<file path="src/rtl/script_sequencer_pkg.sv">
// Shared encodings for the script sequencer: opcodes, func codes, feedback indices,
// FSM states and the instruction word layout.
package script_sequencer_pkg;

  localparam logic [2:0] OpNop  = 3'b000;
  localparam logic [2:0] OpAct  = 3'b001;
  localparam logic [2:0] OpJmp  = 3'b010;
  localparam logic [2:0] OpWait = 3'b011;
  localparam logic [2:0] OpGame = 3'b100;

  // Jump condition funcs
  localparam logic [1:0] FuncAlways = 2'b00;
  localparam logic [1:0] FuncIfSet  = 2'b01;
  localparam logic [1:0] FuncIfClr  = 2'b10;
  localparam logic [1:0] FuncNever  = 2'b11;

  // Wait funcs
  localparam logic [1:0] WaitMs  = 2'b00;
  localparam logic [1:0] WaitSet = 2'b01;
  localparam logic [1:0] WaitClr = 2'b10;

  // Feedback vector bit positions; i_sign[1:0] selects relative to FbBase
  localparam int unsigned FbBase    = 2;
  localparam int unsigned FbFront   = 2;
  localparam int unsigned FbHand    = 3;
  localparam int unsigned FbProc    = 4;
  localparam int unsigned FbMachine = 5;

  typedef enum logic [2:0] {
    StIdle,
    StFetch,
    StDecode,
    StAct,
    StWait,
    StAdv,
    StGate
  } state_e;

  typedef struct packed {
    logic [7:0] i_num;
    logic [2:0] i_sign;
    logic [1:0] func;
    logic [2:0] op_code;
  } insn_t;

  // Shared by jump (taken) and condition wait (satisfied).
  function automatic logic cond_eval(input logic [1:0] func, input logic c);
    logic res_v;
    unique case (func)
      FuncAlways: res_v = 1'b1;
      FuncIfSet:  res_v = c;
      FuncIfClr:  res_v = ~c;
      default:    res_v = 1'b0;
    endcase
    return res_v;
  endfunction

endpackage

</file>
<file path="src/rtl/script_sequencer_if.sv">
// Bundle between the sequencer, the script ROM, kitchen feedback and the action consumer.
interface script_sequencer_if #(
  parameter int unsigned PC_W   = 8,
  parameter int unsigned INSN_W = 16,
  parameter int unsigned FB_W   = 8
);

  logic [INSN_W-1:0] insn;
  logic [PC_W-1:0]   pc;
  logic [FB_W-1:0]   feedback;
  logic              ms_tick;
  logic              run_en;
  logic              step_mode;
  logic              step_pulse;
  logic              act_valid;
  logic [1:0]        act_func;
  logic [7:0]        act_arg;
  logic              act_ready;
  logic [1:0]        game_state;
  logic              busy;
  logic              tmo_err;

  modport master (
    input  insn, feedback, ms_tick, run_en, step_mode, step_pulse, act_ready,
    output pc, act_valid, act_func, act_arg, game_state, busy, tmo_err
  );

  modport slave (
    output insn, feedback, ms_tick, run_en, step_mode, step_pulse, act_ready,
    input  pc, act_valid, act_func, act_arg, game_state, busy, tmo_err
  );

endinterface

</file>
<file path="src/rtl/script_sequencer_wait_timer.sv">
// Millisecond tick counter for timed and condition waits: loadable target, saturating count,
// done once the target is reached and timeout once TMO_MS ticks elapse.
module script_sequencer_wait_timer #(
  parameter int unsigned TMO_MS = 5000
) (
  input  logic       clk_i,
  input  logic       res_i,
  input  logic       load_i,
  input  logic       en_i,
  input  logic       tick_i,
  input  logic [7:0] target_i,
  output logic       done_o,
  output logic       timeout_o
);

  localparam int unsigned CntW = (TMO_MS > 255) ? $clog2(TMO_MS + 1) : 8;

  logic [CntW-1:0] cnt_q, cnt_d;
  logic [7:0]      tgt_q, tgt_d;

  always_comb begin
    cnt_d = cnt_q;
    tgt_d = tgt_q;
    if (load_i) begin
      cnt_d = '0;
      tgt_d = target_i;
    end else if (en_i && tick_i && (cnt_q != '1)) begin
      cnt_d = cnt_q + 1'b1;
    end
  end

  always_ff @(posedge clk_i) begin
    if (res_i) begin
      cnt_q <= '0;
      tgt_q <= '0;
    end else begin
      cnt_q <= cnt_d;
      tgt_q <= tgt_d;
    end
  end

  assign done_o    = (cnt_q >= CntW'(tgt_q));
  assign timeout_o = (TMO_MS != 0) && (cnt_q >= CntW'(TMO_MS));

endmodule

</file>
<file path="src/rtl/script_sequencer.sv">
// Script executor: fetches words from a 1-cycle sync ROM and dispatches action, jump,
// wait and game-state instructions under run/step control.
module script_sequencer
  import script_sequencer_pkg::*;
#(
  parameter int unsigned PC_W    = 8,
  parameter int unsigned PC_STEP = 2,
  parameter int unsigned INSN_W  = 16,
  parameter int unsigned FB_W    = 8,
  parameter int unsigned TMO_MS  = 5000
) (
  input logic               clk,
  input logic               res,
  script_sequencer_if.master bus
);

  localparam int unsigned FbIdxW = (FB_W > 1) ? $clog2(FB_W) : 1;

  state_e          state_q, state_d;
  logic [PC_W-1:0] pc_q, pc_d;
  logic [PC_W-1:0] npc_q, npc_d;
  logic            act_valid_q, act_valid_d;
  logic [1:0]      act_func_q, act_func_d;
  logic [7:0]      act_arg_q, act_arg_d;
  logic [1:0]      game_q, game_d;
  logic            tmo_q, tmo_d;
  logic [1:0]      wfunc_q, wfunc_d;
  logic [1:0]      sel_q, sel_d;

  insn_t             ins;
  logic              unused_sign_msb;
  logic [1:0]        sel;
  logic [FbIdxW-1:0] fb_idx;
  logic              cond;
  logic [PC_W-1:0]   pc_inc;
  logic [PC_W-1:0]   jmp_tgt;
  logic              tmr_load, tmr_en, tmr_done, tmr_tmo;

  assign ins             = insn_t'(bus.insn[15:0]);
  assign unused_sign_msb = ins.i_sign[2];

  // Jump/wait decisions in DECODE use the fresh word; WAIT re-evaluates with the latched select.
  assign sel     = (state_q == StDecode) ? ins.i_sign[1:0] : sel_q;
  assign fb_idx  = FbIdxW'(sel) + FbIdxW'(FbBase);
  assign cond    = bus.feedback[fb_idx];
  assign pc_inc  = pc_q + PC_W'(PC_STEP);
  assign jmp_tgt = PC_W'(ins.i_num) & ~PC_W'(PC_STEP - 1);

  script_sequencer_wait_timer #(
    .TMO_MS (TMO_MS)
  ) u_wait_timer (
    .clk_i     (clk),
    .res_i     (res),
    .load_i    (tmr_load),
    .en_i      (tmr_en),
    .tick_i    (bus.ms_tick),
    .target_i  (ins.i_num),
    .done_o    (tmr_done),
    .timeout_o (tmr_tmo)
  );

  always_comb begin
    state_d     = state_q;
    pc_d        = pc_q;
    npc_d       = npc_q;
    act_valid_d = act_valid_q;
    act_func_d  = act_func_q;
    act_arg_d   = act_arg_q;
    game_d      = game_q;
    tmo_d       = tmo_q;
    wfunc_d     = wfunc_q;
    sel_d       = sel_q;
    tmr_load    = 1'b0;
    tmr_en      = 1'b0;

    unique case (state_q)
      StIdle: begin
        if (bus.run_en) state_d = StFetch;
      end
      StFetch: begin
        state_d = StDecode;
      end
      StDecode: begin
        npc_d   = pc_inc;
        state_d = StAdv;
        case (ins.op_code)
          OpAct: begin
            act_valid_d = 1'b1;
            act_func_d  = ins.func;
            act_arg_d   = ins.i_num;
            state_d     = StAct;
          end
          OpJmp: begin
            if (cond_eval(ins.func, cond)) npc_d = jmp_tgt;
          end
          OpWait: begin
            wfunc_d  = ins.func;
            sel_d    = ins.i_sign[1:0];
            tmr_load = 1'b1;
            state_d  = StWait;
          end
          OpGame: begin
            game_d = ins.func;
          end
          default: ;
        endcase
      end
      StAct: begin
        if (bus.act_ready) begin
          act_valid_d = 1'b0;
          state_d     = StAdv;
        end
      end
      StWait: begin
        tmr_en = 1'b1;
        case (wfunc_q)
          WaitMs: begin
            if (tmr_done) state_d = StAdv;
          end
          WaitSet, WaitClr: begin
            if (cond_eval(wfunc_q, cond)) begin
              state_d = StAdv;
            end else if (tmr_tmo) begin
              tmo_d   = 1'b1;
              state_d = StAdv;
            end
          end
          default: state_d = StAdv;
        endcase
      end
      StAdv: begin
        pc_d    = npc_q;
        state_d = StGate;
      end
      StGate: begin
        if (!bus.run_en) begin
          state_d = StIdle;
        end else if (!bus.step_mode || bus.step_pulse) begin
          state_d = StFetch;
        end
      end
      default: state_d = StIdle;
    endcase
  end

  always_ff @(posedge clk) begin
    if (res) begin
      state_q     <= StIdle;
      pc_q        <= '0;
      npc_q       <= '0;
      act_valid_q <= 1'b0;
      act_func_q  <= '0;
      act_arg_q   <= '0;
      game_q      <= '0;
      tmo_q       <= 1'b0;
      wfunc_q     <= '0;
      sel_q       <= '0;
    end else begin
      state_q     <= state_d;
      pc_q        <= pc_d;
      npc_q       <= npc_d;
      act_valid_q <= act_valid_d;
      act_func_q  <= act_func_d;
      act_arg_q   <= act_arg_d;
      game_q      <= game_d;
      tmo_q       <= tmo_d;
      wfunc_q     <= wfunc_d;
      sel_q       <= sel_d;
    end
  end

  assign bus.pc         = pc_q;
  assign bus.act_valid  = act_valid_q;
  assign bus.act_func   = act_func_q;
  assign bus.act_arg    = act_arg_q;
  assign bus.game_state = game_q;
  assign bus.tmo_err    = tmo_q;
  assign bus.busy       = (state_q != StIdle) && (state_q != StGate);

endmodule
</file>
<file path="src/flat_wrapper.sv">
// flat-port wrapper written by rule: the top's interface ports become plain ports
module script_sequencer_flat import script_sequencer_pkg::*;
#(
  parameter int unsigned PC_W    = 8,
  parameter int unsigned PC_STEP = 2,
  parameter int unsigned INSN_W  = 16,
  parameter int unsigned FB_W    = 8,
  parameter int unsigned TMO_MS  = 5000
)
  (clk, res, bus_insn, bus_feedback, bus_ms_tick, bus_run_en, bus_step_mode, bus_step_pulse, bus_act_ready, bus_pc, bus_act_valid, bus_act_func, bus_act_arg, bus_game_state, bus_busy, bus_tmo_err);
  script_sequencer_if #(.PC_W(PC_W), .INSN_W(INSN_W), .FB_W(FB_W)) bus_i ();
  input logic clk;
  input logic res;
  input wire logic [$bits(bus_i.insn)-1:0] bus_insn;
  input wire logic [$bits(bus_i.feedback)-1:0] bus_feedback;
  input wire logic [$bits(bus_i.ms_tick)-1:0] bus_ms_tick;
  input wire logic [$bits(bus_i.run_en)-1:0] bus_run_en;
  input wire logic [$bits(bus_i.step_mode)-1:0] bus_step_mode;
  input wire logic [$bits(bus_i.step_pulse)-1:0] bus_step_pulse;
  input wire logic [$bits(bus_i.act_ready)-1:0] bus_act_ready;
  output wire logic [$bits(bus_i.pc)-1:0] bus_pc;
  output wire logic [$bits(bus_i.act_valid)-1:0] bus_act_valid;
  output wire logic [$bits(bus_i.act_func)-1:0] bus_act_func;
  output wire logic [$bits(bus_i.act_arg)-1:0] bus_act_arg;
  output wire logic [$bits(bus_i.game_state)-1:0] bus_game_state;
  output wire logic [$bits(bus_i.busy)-1:0] bus_busy;
  output wire logic [$bits(bus_i.tmo_err)-1:0] bus_tmo_err;
  assign bus_i.insn = bus_insn;
  assign bus_i.feedback = bus_feedback;
  assign bus_i.ms_tick = bus_ms_tick;
  assign bus_i.run_en = bus_run_en;
  assign bus_i.step_mode = bus_step_mode;
  assign bus_i.step_pulse = bus_step_pulse;
  assign bus_i.act_ready = bus_act_ready;
  assign bus_pc = bus_i.pc;
  assign bus_act_valid = bus_i.act_valid;
  assign bus_act_func = bus_i.act_func;
  assign bus_act_arg = bus_i.act_arg;
  assign bus_game_state = bus_i.game_state;
  assign bus_busy = bus_i.busy;
  assign bus_tmo_err = bus_i.tmo_err;
  script_sequencer #(.PC_W(PC_W), .PC_STEP(PC_STEP), .INSN_W(INSN_W), .FB_W(FB_W), .TMO_MS(TMO_MS)) u_core (.clk(clk), .res(res), .bus(bus_i));
endmodule
</file>
<file path="config.mk">
export PLATFORM = sky130hd
export DESIGN_NAME = script_sequencer_flat
export DESIGN_NICKNAME = d
export VERILOG_FILES = /design/src/rtl/script_sequencer_pkg.sv /design/src/rtl/script_sequencer_if.sv /design/src/rtl/script_sequencer_wait_timer.sv /design/src/rtl/script_sequencer.sv /design/src/flat_wrapper.sv
export SDC_FILE = /design/constraint.sdc
export NUM_CORES = 1
export LEC_CHECK = 0
export BUFFER_PORTS_ARGS = -buffer_cell sky130_fd_sc_hd__buf_2
export CAP_MARGIN = 20
export CORE_MARGIN = 4
export CORE_UTILIZATION = 58
export CTS_BUF_LIST = sky130_fd_sc_hd__clkbuf_4
export DETAILED_ROUTE_END_ITERATION = 16
export PLACE_DENSITY_LB_ADDON = 0.2
export SYNTH_ARGS = -nofsm -noshare
export SYNTH_HDL_FRONTEND = slang
export SYNTH_HIERARCHICAL = 1
export SYNTH_SLANG_ARGS = --single-unit
export TNS_END_PERCENT = 30
</file>
<file path="constraint.sdc">
create_clock -name clk -period 2.69 [get_ports clk]
set_clock_uncertainty 0.2 [all_clocks]
set_input_delay 0.269 -clock clk [delete_from_list [all_inputs] [get_ports clk]]
set_output_delay 0.269 -clock clk [all_outputs]
set_load 0.02 [all_outputs]
</file>
# ---- Word-level counts from Yosys, hierarchy flattened
# Index checks and enable logic that the tools add are counted.
dict set report op_classes {
  n_addsub 3
  mux 27
  n_lt_le_gt_ge 3
  n_eq_ne 22
  reduce_logical 18
  n_bitwise 2
}
# operator count
set ops {}
lappend ops {{2-to-1 mux 3 bit} 7}
lappend ops {{case mux 3 bit (7 select lines)} 1}
lappend ops {{2-to-1 mux 8 bit} 2}
lappend ops {{adder 13 x 1 -> 13 bit (second input constant)} 1}
lappend ops {{greater-or-equal comparator 13 bit (second input constant)} 1}
lappend ops {{greater-or-equal comparator 13 x 8 -> 1 bit} 1}
lappend ops {{inequality test 13 bit (second input constant)} 1}
lappend ops {{equality test 3 x 2 -> 1 bit (second input constant)} 4}
lappend ops {{equality test 3 bit (second input constant)} 4}
lappend ops {{case mux 3 bit (2 select lines)} 2}
lappend ops {{2-to-1 mux 1 bit} 10}
lappend ops {{adder 8 x 2 -> 8 bit (second input constant)} 1}
lappend ops {{equality test 3 x 1 -> 1 bit (second input constant)} 2}
lappend ops {{inequality test 2 bit (second input constant)} 3}
lappend ops {{inequality test 3 x 2 -> 1 bit (second input constant)} 2}
lappend ops {{case mux 1 bit (3 select lines)} 2}
lappend ops {{AND reduction 2 bit} 3}
lappend ops {{AND reduction 5 bit} 1}
lappend ops {{equality test 2 x 1 -> 1 bit (second input constant)} 2}
lappend ops {{equality test 2 bit (second input constant)} 2}
lappend ops {{zero test 2 bit} 2}
lappend ops {{less-than comparator 3 x 4 -> 1 bit (second input constant)} 1}
lappend ops {{inequality test 4 x 2 -> 1 bit (second input constant)} 1}
lappend ops {{AND reduction 4 bit} 1}
lappend ops {{14 further kinds} 18}
dict set report word_totals {
  elab_cells 87
  in_bits 31
  register_bits 58
}

# ---- Logic depth before layout (Yosys ltp)
# Gate-level depths: netlist (run 1).
dict set report depth {
  depth_word 12
  depth_mapped 10
  mapped_depth_nobuf 10
}

# ---- Cells and area by module
# Netlist (run 1), hierarchy kept.
# module cells_per_inst seq_area_each_um2 area_per_inst_um2 n_inst
set by_module_without_submodules {}
lappend by_module_without_submodules {script_sequencer 218 740.7 1856.8 1}
lappend by_module_without_submodules {script_sequencer_wait_timer 137 420.4 1181.1 1}

# ---- Worst setup path after synthesis (run 1)
# Ideal clock, no wire load.
dict set report synth_timing {
  path_kind {register to register}
  from {register u_core.state_q[0]}
  to {register u_core.u_wait_timer.cnt_q[10]}
  path_stages_with_launch 7
  setup_ns 0.135
  arrival_ns 2.127
  path_buffers 2
  setup_slack_ns 0.228
  cell_sequence {dfxtp_1 -> or3b_1 -> nor2_1 -> clkbuf_1 -> or2_2 -> clkbuf_1 -> o41ai_1}
}
dict set report synth_between {
  elab_cells_between_ends 7
  classes_between {eq/ne (2); mux (2); reduce/logical (3)}
}
# item line_no
set synth_rtl {}
lappend synth_rtl {{start, declared} script_sequencer.sv:19} ;# state_e state_q, state_d;
lappend synth_rtl {{start signal, assigned} script_sequencer.sv:148} ;# state_q <= StIdle;
lappend synth_rtl {{start signal, assigned} script_sequencer.sv:159} ;# state_q <= state_d;
lappend synth_rtl {{equality test 3 x 2 -> 1 bit} script_sequencer.sv:76} ;# unique case (state_q)
lappend synth_rtl {{2-to-1 mux 1 bit} script_sequencer.sv:76}
lappend synth_rtl {{net u_core.tmr_load} script_sequencer.sv:37} ;# logic tmr_load, tmr_en, tmr_done, tmr_tmo;
lappend synth_rtl {{OR reduction 2 bit (no line)} --}
lappend synth_rtl {{end signal, assigned} script_sequencer_wait_timer.sv:37} ;# cnt_q <= cnt_d;
lappend synth_rtl {{end, declared} script_sequencer_wait_timer.sv:18} ;# logic [CntW-1:0] cnt_q, cnt_d;
# The timed path passes the listed nets, and every way through them passes these cells.
# A chain may end at the register's enable or synchronous reset.

# ---- Final worst setup path (run 1)
dict set report layout_timing {
  from {register u_core.state_q[1]}
  to {register u_core.npc_q[4]}
}
dict set report layout_between {
  elab_chain_len 11
}
# item line_no
set layout_rtl {}
lappend layout_rtl {{equality test 3 x 2 -> 1 bit *} {script_sequencer.sv:43, script_sequencer.sv:76}}
lappend layout_rtl {{2-to-1 mux 2 bit} script_sequencer.sv:43} ;# assign sel = (state_q == StDecode) ? ins.i_sign[1:0] : sel_q;
lappend layout_rtl {{adder 2 x 2 -> 3 bit} script_sequencer.sv:44} ;# assign fb_idx = FbIdxW'(sel) + FbIdxW'(FbBase);
lappend layout_rtl {{binary-select mux 1 bit (select 3 bit)} script_sequencer.sv:45} ;# assign cond = bus.feedback[fb_idx];
lappend layout_rtl {{2-to-1 mux 1 bit (implied by the code)} script_sequencer.sv:45}
lappend layout_rtl {{NOT 1 bit} script_sequencer_pkg.sv:52} ;# FuncIfClr: res_v = ~c;
lappend layout_rtl {{case mux 1 bit (3 select lines)} script_sequencer_pkg.sv:49} ;# unique case (func)
lappend layout_rtl {{2-to-1 mux 1 bit} script_sequencer.sv:86} ;# case (ins.op_code)
lappend layout_rtl {{2-to-1 mux 1 bit} script_sequencer.sv:76}
lappend layout_rtl {{2-to-1 mux 8 bit} script_sequencer.sv:94} ;# if (cond_eval(ins.func, cond)) npc_d = jmp_tgt;
lappend layout_rtl {{2-to-1 mux 8 bit} script_sequencer.sv:86}
lappend layout_rtl {{end signal, assigned} script_sequencer.sv:161} ;# npc_q <= npc_d;
lappend layout_rtl {{end, declared} script_sequencer.sv:21} ;# logic [PC_W-1:0] npc_q, npc_d;
# Every way passes the cells marked *; elsewhere a longest branch is shown, timed or not. The select of a mux whose other input is x is not followed.

==> results of run 1 <==
## cells by family (layout without fill, tap and decap cells)
logic type / count (synthesis) / after routing / synth area share [%]
muxes: 29 / 30 / 9.56
DFF: 58 / 58 / 38.2
AOI/OAI and AO/OA: 75 / 75 / 16.3
buffers and inverters: 36 / 106 / 4.90
and+or+nand+nor: 140 / 140 / 24.7
xor gates and xnor gates: 5 / 5 / 1.44
adders and majority gates: 12 / 12 / 4.94
## per-layer routing
layer  GRT usage, %  wire length [µm]  share of wire (%)
met1           31.7              3320                 42
met2           42.9              3940                 50
met3           4.82               521                6.6
met4           10.8               144                1.8
met5              0                 0                  0
## sequential cells by signal, indices dropped and copies added (netlist names)
register / flops
u_core/npc_q: 8
u_core/u_wait_timer/tgt_q: 8
u_core/bus.act_arg: 8
u_core/wfunc_q: 2
u_core/bus.act_func: 2
u_core/bus.act_valid: 1
u_core/bus.pc: 8
u_core/bus.tmo_err: 1
u_core/sel_q: 2
u_core/u_wait_timer/cnt_q: 13
u_core/bus.game_state: 2
u_core/state_q: 3
## worst paths after layout
check / end / slack (ps) / depth (start not counted) / start
min: u_core/state_q[2] / 20 / 4 / bus_step_pulse
max: u_core/npc_q[4] / 120 / 5 / u_core/state_q[1]
min reg2reg: u_core/bus.act_func[1] / 260 / 2 / u_core/bus.act_func[1]
max reg2reg: u_core/npc_q[4] / 120 / 5 / u_core/state_q[1]
## metrics by stage
step / worst slack [ps] / cell area [µm²] / total power [mW] / TNS (ps)
finish: 117 / 3700 / 2.13 / 0
detailed placement: 29.0 / 3360 / 1.38 / 0
CTS: 109 / 3660 / 2.12 / 0
global route: -0.222 / 3700 / 2.22 / -0.222
global placement: 179 / 3360 / 1.36 / 0
floorplan: 228 / 3040 / 1.25 / 0
## worst max-delay path, delay by kind of cell (launching register included)
kind	cells	cell delay, ps
AND/OR/NAND/NOR	3	1380
AO/OA/AOI/OAI	2	380
flip-flops	1	520
## synthesized netlist by cell type, drive strengths merged, types with 3 or more instances
cell / count / area (µm²)
dfxtp: 58 / 1160
nor2: 33 / 124
nand2: 31 / 116
mux2i: 29 / 290
a21oi: 26 / 130
nand3: 26 / 130
inv: 19 / 71.3
clkbuf: 12 / 45.0
ha: 12 / 150
o31ai: 10 / 75.1
a31oi: 7 / 43.8
and4: 7 / 62.6
o21ai: 6 / 30.0
or4: 6 / 46.3
buf: 5 / 32.5
nand4: 5 / 37.5
or3: 5 / 31.3
a21o: 4 / 30.0
nor2b: 4 / 25.0
nor3: 4 / 20.0
nor4: 4 / 25.0
xor2: 4 / 35.0
a2111oi: 3 / 26.3
a211oi: 3 / 22.5
and3: 3 / 18.8
## layout make-up
cell class / count / area share (%)
clock buffers: 11 / 2.23
clock inverters: 5 / 2.13
inverters: 19 / 1.93
multi-input cells: 262 / 47.9
flip-flops and latches: 58 / 31.4
well taps: 70 / 2.37
repair buffers: 71 / 12.1
## power by group through the flow
stage | clock network, mW | logic (mW) | registers (mW)
after floorplan | 0 | 0.294 | 0.954
after global placement | 0 | 0.402 | 0.962
after detailed placement | 0 | 0.411 | 0.964
after CTS | 0.740 | 0.429 | 0.947
after global routing | 0.774 | 0.494 | 0.955
final | 0.727 | 0.455 | 0.950
## repair_timing
action / CTS / global route
resized for setup: 1 / 7
pin swaps: 0 / 0
setup endpoints to repair: 3 / 7
hold buffers: 13 / 0
hold endpoints to repair: 24 / 0
gates cloned: 0 / 1
==> metrics, run 1 <==
Tightest Pin Transition between 700 and 800 ps; Die Wd between 80 and 90 µm; vias in the first global route 2704; Worst-path clk slew roughly 100 ps; clock sink count 58; Yosys reg bits just under 60; Sw Ratio a little under a third; sequential element share of the synthesized area 38.2%; final slew viol count 0; Flop pwr share between 40 and 50%; Routed Antenna Nets 0; syn nets around 400; Comb pwr share about a fifth; Routed WL 7920 µm; register area approximately 1200 µm²; final setup vio count 0; vias per std cell around 6.0; leak pwr 1.48 nW; Fin Hold WS 17.4 ps; Tmin final 2570 ps; area delta synth->final 21.7%; CP endpoint kind flop; Rows 26; CP Cell Sequence nor4bb_2, a21o_1, or4b_4, and4_1, o31ai_1; post-DP HPWL around 5300 µm; Core Box Area slightly above 5000 µm²; power per cell area just under 600 nW/µm²; Mean Syn Cell Area 8.56 µm²; Num CTS Buffers 9; Post-synth EDFFs 0; DRT iter0 DRCs about 350; Startpoint Class flop; Fillers 412; initial core utilization roughly 59%; nets 464; Max FO, Critical Path 15; io pins 54; Diodes inserted 0; first-pass GRT wire length 12800 µm; FFs w/ async S/R, synth 0%; IO Port Bufs 48; Multi-input gate area between 1500 and 2000 µm²; status finished, final reports clean; synthesized cell area roughly 3000 µm²; Max clock buf depth 2; prevailing post-synth register cell dfxtp_1; Int Power approximately 1.5 mW; Max Fclk between 300 and 400 MHz; slowest stage delay, CP 580 ps; largest net degree at the start of global routing between 40 and 50; Die Y roughly 80 µm; Worst-Skew Late Latency between 400 and 500 ps; net switching power ~650 µW; clock share of power 34.1%; Via Count approximately 3000; Post-Synthesis Cells between 300 and 400; most frequent cells in the layout dfxtp_1 (58), buf_2 (48), nor2_1 (33); Max rail drop VDD roughly 0.58 mV; max_slew headroom about half; antenna violations before repair 0; post-synth cell types 54; Arr. time, crit path approximately 2700 ps; Max-cap violations 0; Post-CTS Setup Bufs 0; Setup CP Type flop to flop; drt drc 0; layout cells sized above 1 around 20%; CTS root buffer clkbuf_4; yosys warns 6; Final period util between 90% and 100%; final core occ a little over 70%; H-tree levels 3; Fin. Hold Viols 0; Cells after DPL 466; Critical-path top delay cell nor4bb_2; grt total ovfl 0; GPL Wtd Cong 0.846; CP Data Required Time 2810 ps; CTS tree done; GRT Util Overall 25.5%; die area about 6500 µm²; RSZ-0062 raised after global routing true; HP Class input pin to flop; wire per inst 16.0 µm; most common cell after layout, fill and taps aside dfxtp_1; fin cells 496; Pre-Repair DR Iteration Count 5
Note: power is estimated with default switching activity, not from simulation.
==> run 2: changes to the inputs <==
--- a/config.mk
+++ b/config.mk
@@ -11,6 +11,7 @@
 export CORE_UTILIZATION = 58
 export CTS_BUF_LIST = sky130_fd_sc_hd__clkbuf_4
 export DETAILED_ROUTE_END_ITERATION = 16
+export MAX_ROUTING_LAYER = met4
 export PLACE_DENSITY_LB_ADDON = 0.2
 export SYNTH_ARGS = -nofsm -noshare
 export SYNTH_HDL_FRONTEND = slang
==> run 2 against run 1 <==
Effect of this change:
- count of clock-buffer cells in the layout unchanged
- non-clock buffer count stayed put
- clock power hardly changed
- flip-flop and latch count did not move
- wire length is 1.9% lower
- global-route usage up 0.70 points
- maximum frequency is 0.19% higher
- via count is 0.87% lower
- sequential power barely moved
- cell area fell by 0.14%
- highest routed layer unchanged
- first-iteration DRC count fell by 14%
- sequential share of layout area about the same
==> metrics, run 2 (same netlist as run 1, synthesis figures left out) <==
io pins 54 (unchanged); max_slew headroom 49.3% (was 48.1%); final slew viol count 0 (unchanged); fin area 3690 µm² (was 3700 µm²); H-tree levels 3 (unchanged); Max clock buf depth 2 (unchanged); GRT Util Overall 26.2% (was 25.5%); Max FO, Critical Path 15 (unchanged); Setup CP Type flop to flop (unchanged); RSZ-0062 raised after global routing false (was true); net switching power 650 µW (was 655 µW); Critical-path top delay cell nor4bb_2 (unchanged); Flop pwr share 44.6% (was 44.5%); Sw Ratio 30.6% (was 30.7%); slowest stage delay, CP 590 ps (was 580 ps); antenna violations before repair 0 (unchanged); CTS tree done (unchanged); Max-cap violations 0 (unchanged); largest net degree at the start of global routing 43 (unchanged); max reg flops 13 (unchanged); final setup vio count 0 (unchanged); Worst-path clk slew 100 ps (about the same); DP Worst Slack 29.0 ps (unchanged); Worst Slack Setup Final 121 ps (was 117 ps); CP Data Required Time 2810 ps (about the same); Num CTS Buffers 9 (unchanged); drt drc 0 (unchanged); worst path bufs/invs 0 (unchanged); Final period util 95.5% (was 95.7%); Int Power 1.48 mW (about the same); final core occ 72.3% (was 72.4%); Diodes inserted 0 (unchanged); wire per inst 15.7 µm (was 16.0 µm); most frequent cells in the layout dfxtp_1 (58), buf_2 (48), nor2_1 (33) (unchanged); Comb pwr share 21.2% (was 21.3%); Fillers 412 (unchanged); Die Y 80.4 µm (unchanged); Via Count 2963 (was 2989); Placed Area 3360 µm² (unchanged); Setup TNS 0 ps (unchanged); layout cells sized above 1 20.2% (was 20.4%); Cells after DPL 466 (unchanged); post-DP HPWL 5340 µm (unchanged); Arr. time, crit path 2690 ps (was 2700 ps); Rows 26 (unchanged); CP Depth 5 (unchanged); Fin. Hold Viols 0 (unchanged); initial core utilization 59.5% (unchanged); fin cells 495 (was 496); GPL Wtd Cong 0.859 (was 0.846); nets 463 (was 464); IO Port Bufs 48 (unchanged); CTS root buffer clkbuf_4 (unchanged); vias per std cell 5.99 (was 6.03); Die Wd 80.4 µm (unchanged); Routed WL 7780 µm (was 7920 µm); cell family with most CP delay simple AND/OR/NAND/NOR gates (unchanged); clock share of power 34.2% (was 34.1%); leak pwr 1.47 nW (was 1.48 nW); HP Class input pin to flop (unchanged); vias in the first global route 2702 (was 2704); Max Fclk 389 MHz (about the same); Tmin final 2570 ps (about the same); die area 6460 µm² (unchanged); Core Box Area 5110 µm² (unchanged); Most flops, register u_core/u_wait_timer/cnt_q (unchanged); Max rail drop VDD 0.578 mV (about the same); Startpoint Class flop (unchanged); most common cell after layout, fill and taps aside dfxtp_1 (unchanged); status finished, final reports clean (unchanged); Routed Antenna Nets 0 (unchanged); CP endpoint kind flop (unchanged); power per cell area 576 nW/µm² (was 577 nW/µm²); first-pass GRT wire length 12800 µm (about the same); grt total ovfl 0 (unchanged); Post-CTS Setup Bufs 0 (unchanged); hold depth 4 (unchanged); Pre-Repair DR Iteration Count 5 (unchanged); clock sink count 58 (unchanged); CP Cell Sequence nor4bb_2, a21o_1, or4b_4, and4_1, o31ai_1 (unchanged); DRT iter0 DRCs 296 (was 345); Tightest Pin Transition 761 ps (was 778 ps); area delta synth->final 21.5% (was 21.7%); Worst-Skew Late Latency 410 ps (about the same); worst r2r path cells 5 (unchanged)
-- run 2: worst reg2reg max path, cell delays in order (launching register included) --
cell,delay [ps]
dfxtp_1,520
nor4bb_2,590
a21o_1,180
or4b_4,570
and4_1,230
o31ai_1,200
-- run 2: power by group through the flow --
stage | sequential [mW] | combinational, mW | clock, mW
3_3_place_gp | 0.962 | 0.402 | 0
3_5_place_dp | 0.964 | 0.411 | 0
6_report | 0.950 | 0.451 | 0.727
2_1_floorplan | 0.954 | 0.294 | 0
5_1_grt | 0.955 | 0.491 | 0.774
4_1_cts | 0.947 | 0.429 | 0.740
-- run 2: per-layer routing --
metal	GRT usage (%)	wire (µm)
met1	31.9	3310
met2	42.7	3890
met3	4.82	459
met4	10.8	113
met5	-	0
-- run 2: path summary, 6_finish.rpt --
check                                             from                      to  slack, ps
worst max-delay path                 u_core/state_q[1]         u_core/npc_q[4]        120
worst min-delay path                    bus_step_pulse       u_core/state_q[2]         20
worst max register to register       u_core/state_q[1]         u_core/npc_q[4]        120
worst min register to register  u_core/bus.act_func[1]  u_core/bus.act_func[1]        260
-- run 2: metrics by stage --
step	hold slack, ps	total power, mW
after floorplan	213	1.25
after global placement	238	1.36
after detailed placement	242	1.38
after CTS	4.98	2.12
after global routing	36.0	2.22
final	20.0	2.13
-- run 2: timing repair --
action | 4_1_cts | 5_1_grt
endpoints found under the hold margin | 24 | 0
resized for setup | 1 | 7
hold buffers | 13 | 0
endpoints found under the setup margin | 3 | 7
-- run 2: final cells by class --
| class | count | area, µm² | share of cell area (%) |
|---|---|---|---|
| flip-flops and latches | 58 | 1160 | 31.5 |
| clock inverters | 5 | 78.8 | 2.14 |
| repair buffers | 71 | 445 | 12.1 |
| inverters | 19 | 71.3 | 1.93 |
| clock buffers | 11 | 82.6 | 2.24 |
| well taps | 70 | 87.6 | 2.37 |
| multi-input cells | 261 | 1760 | 47.8 |
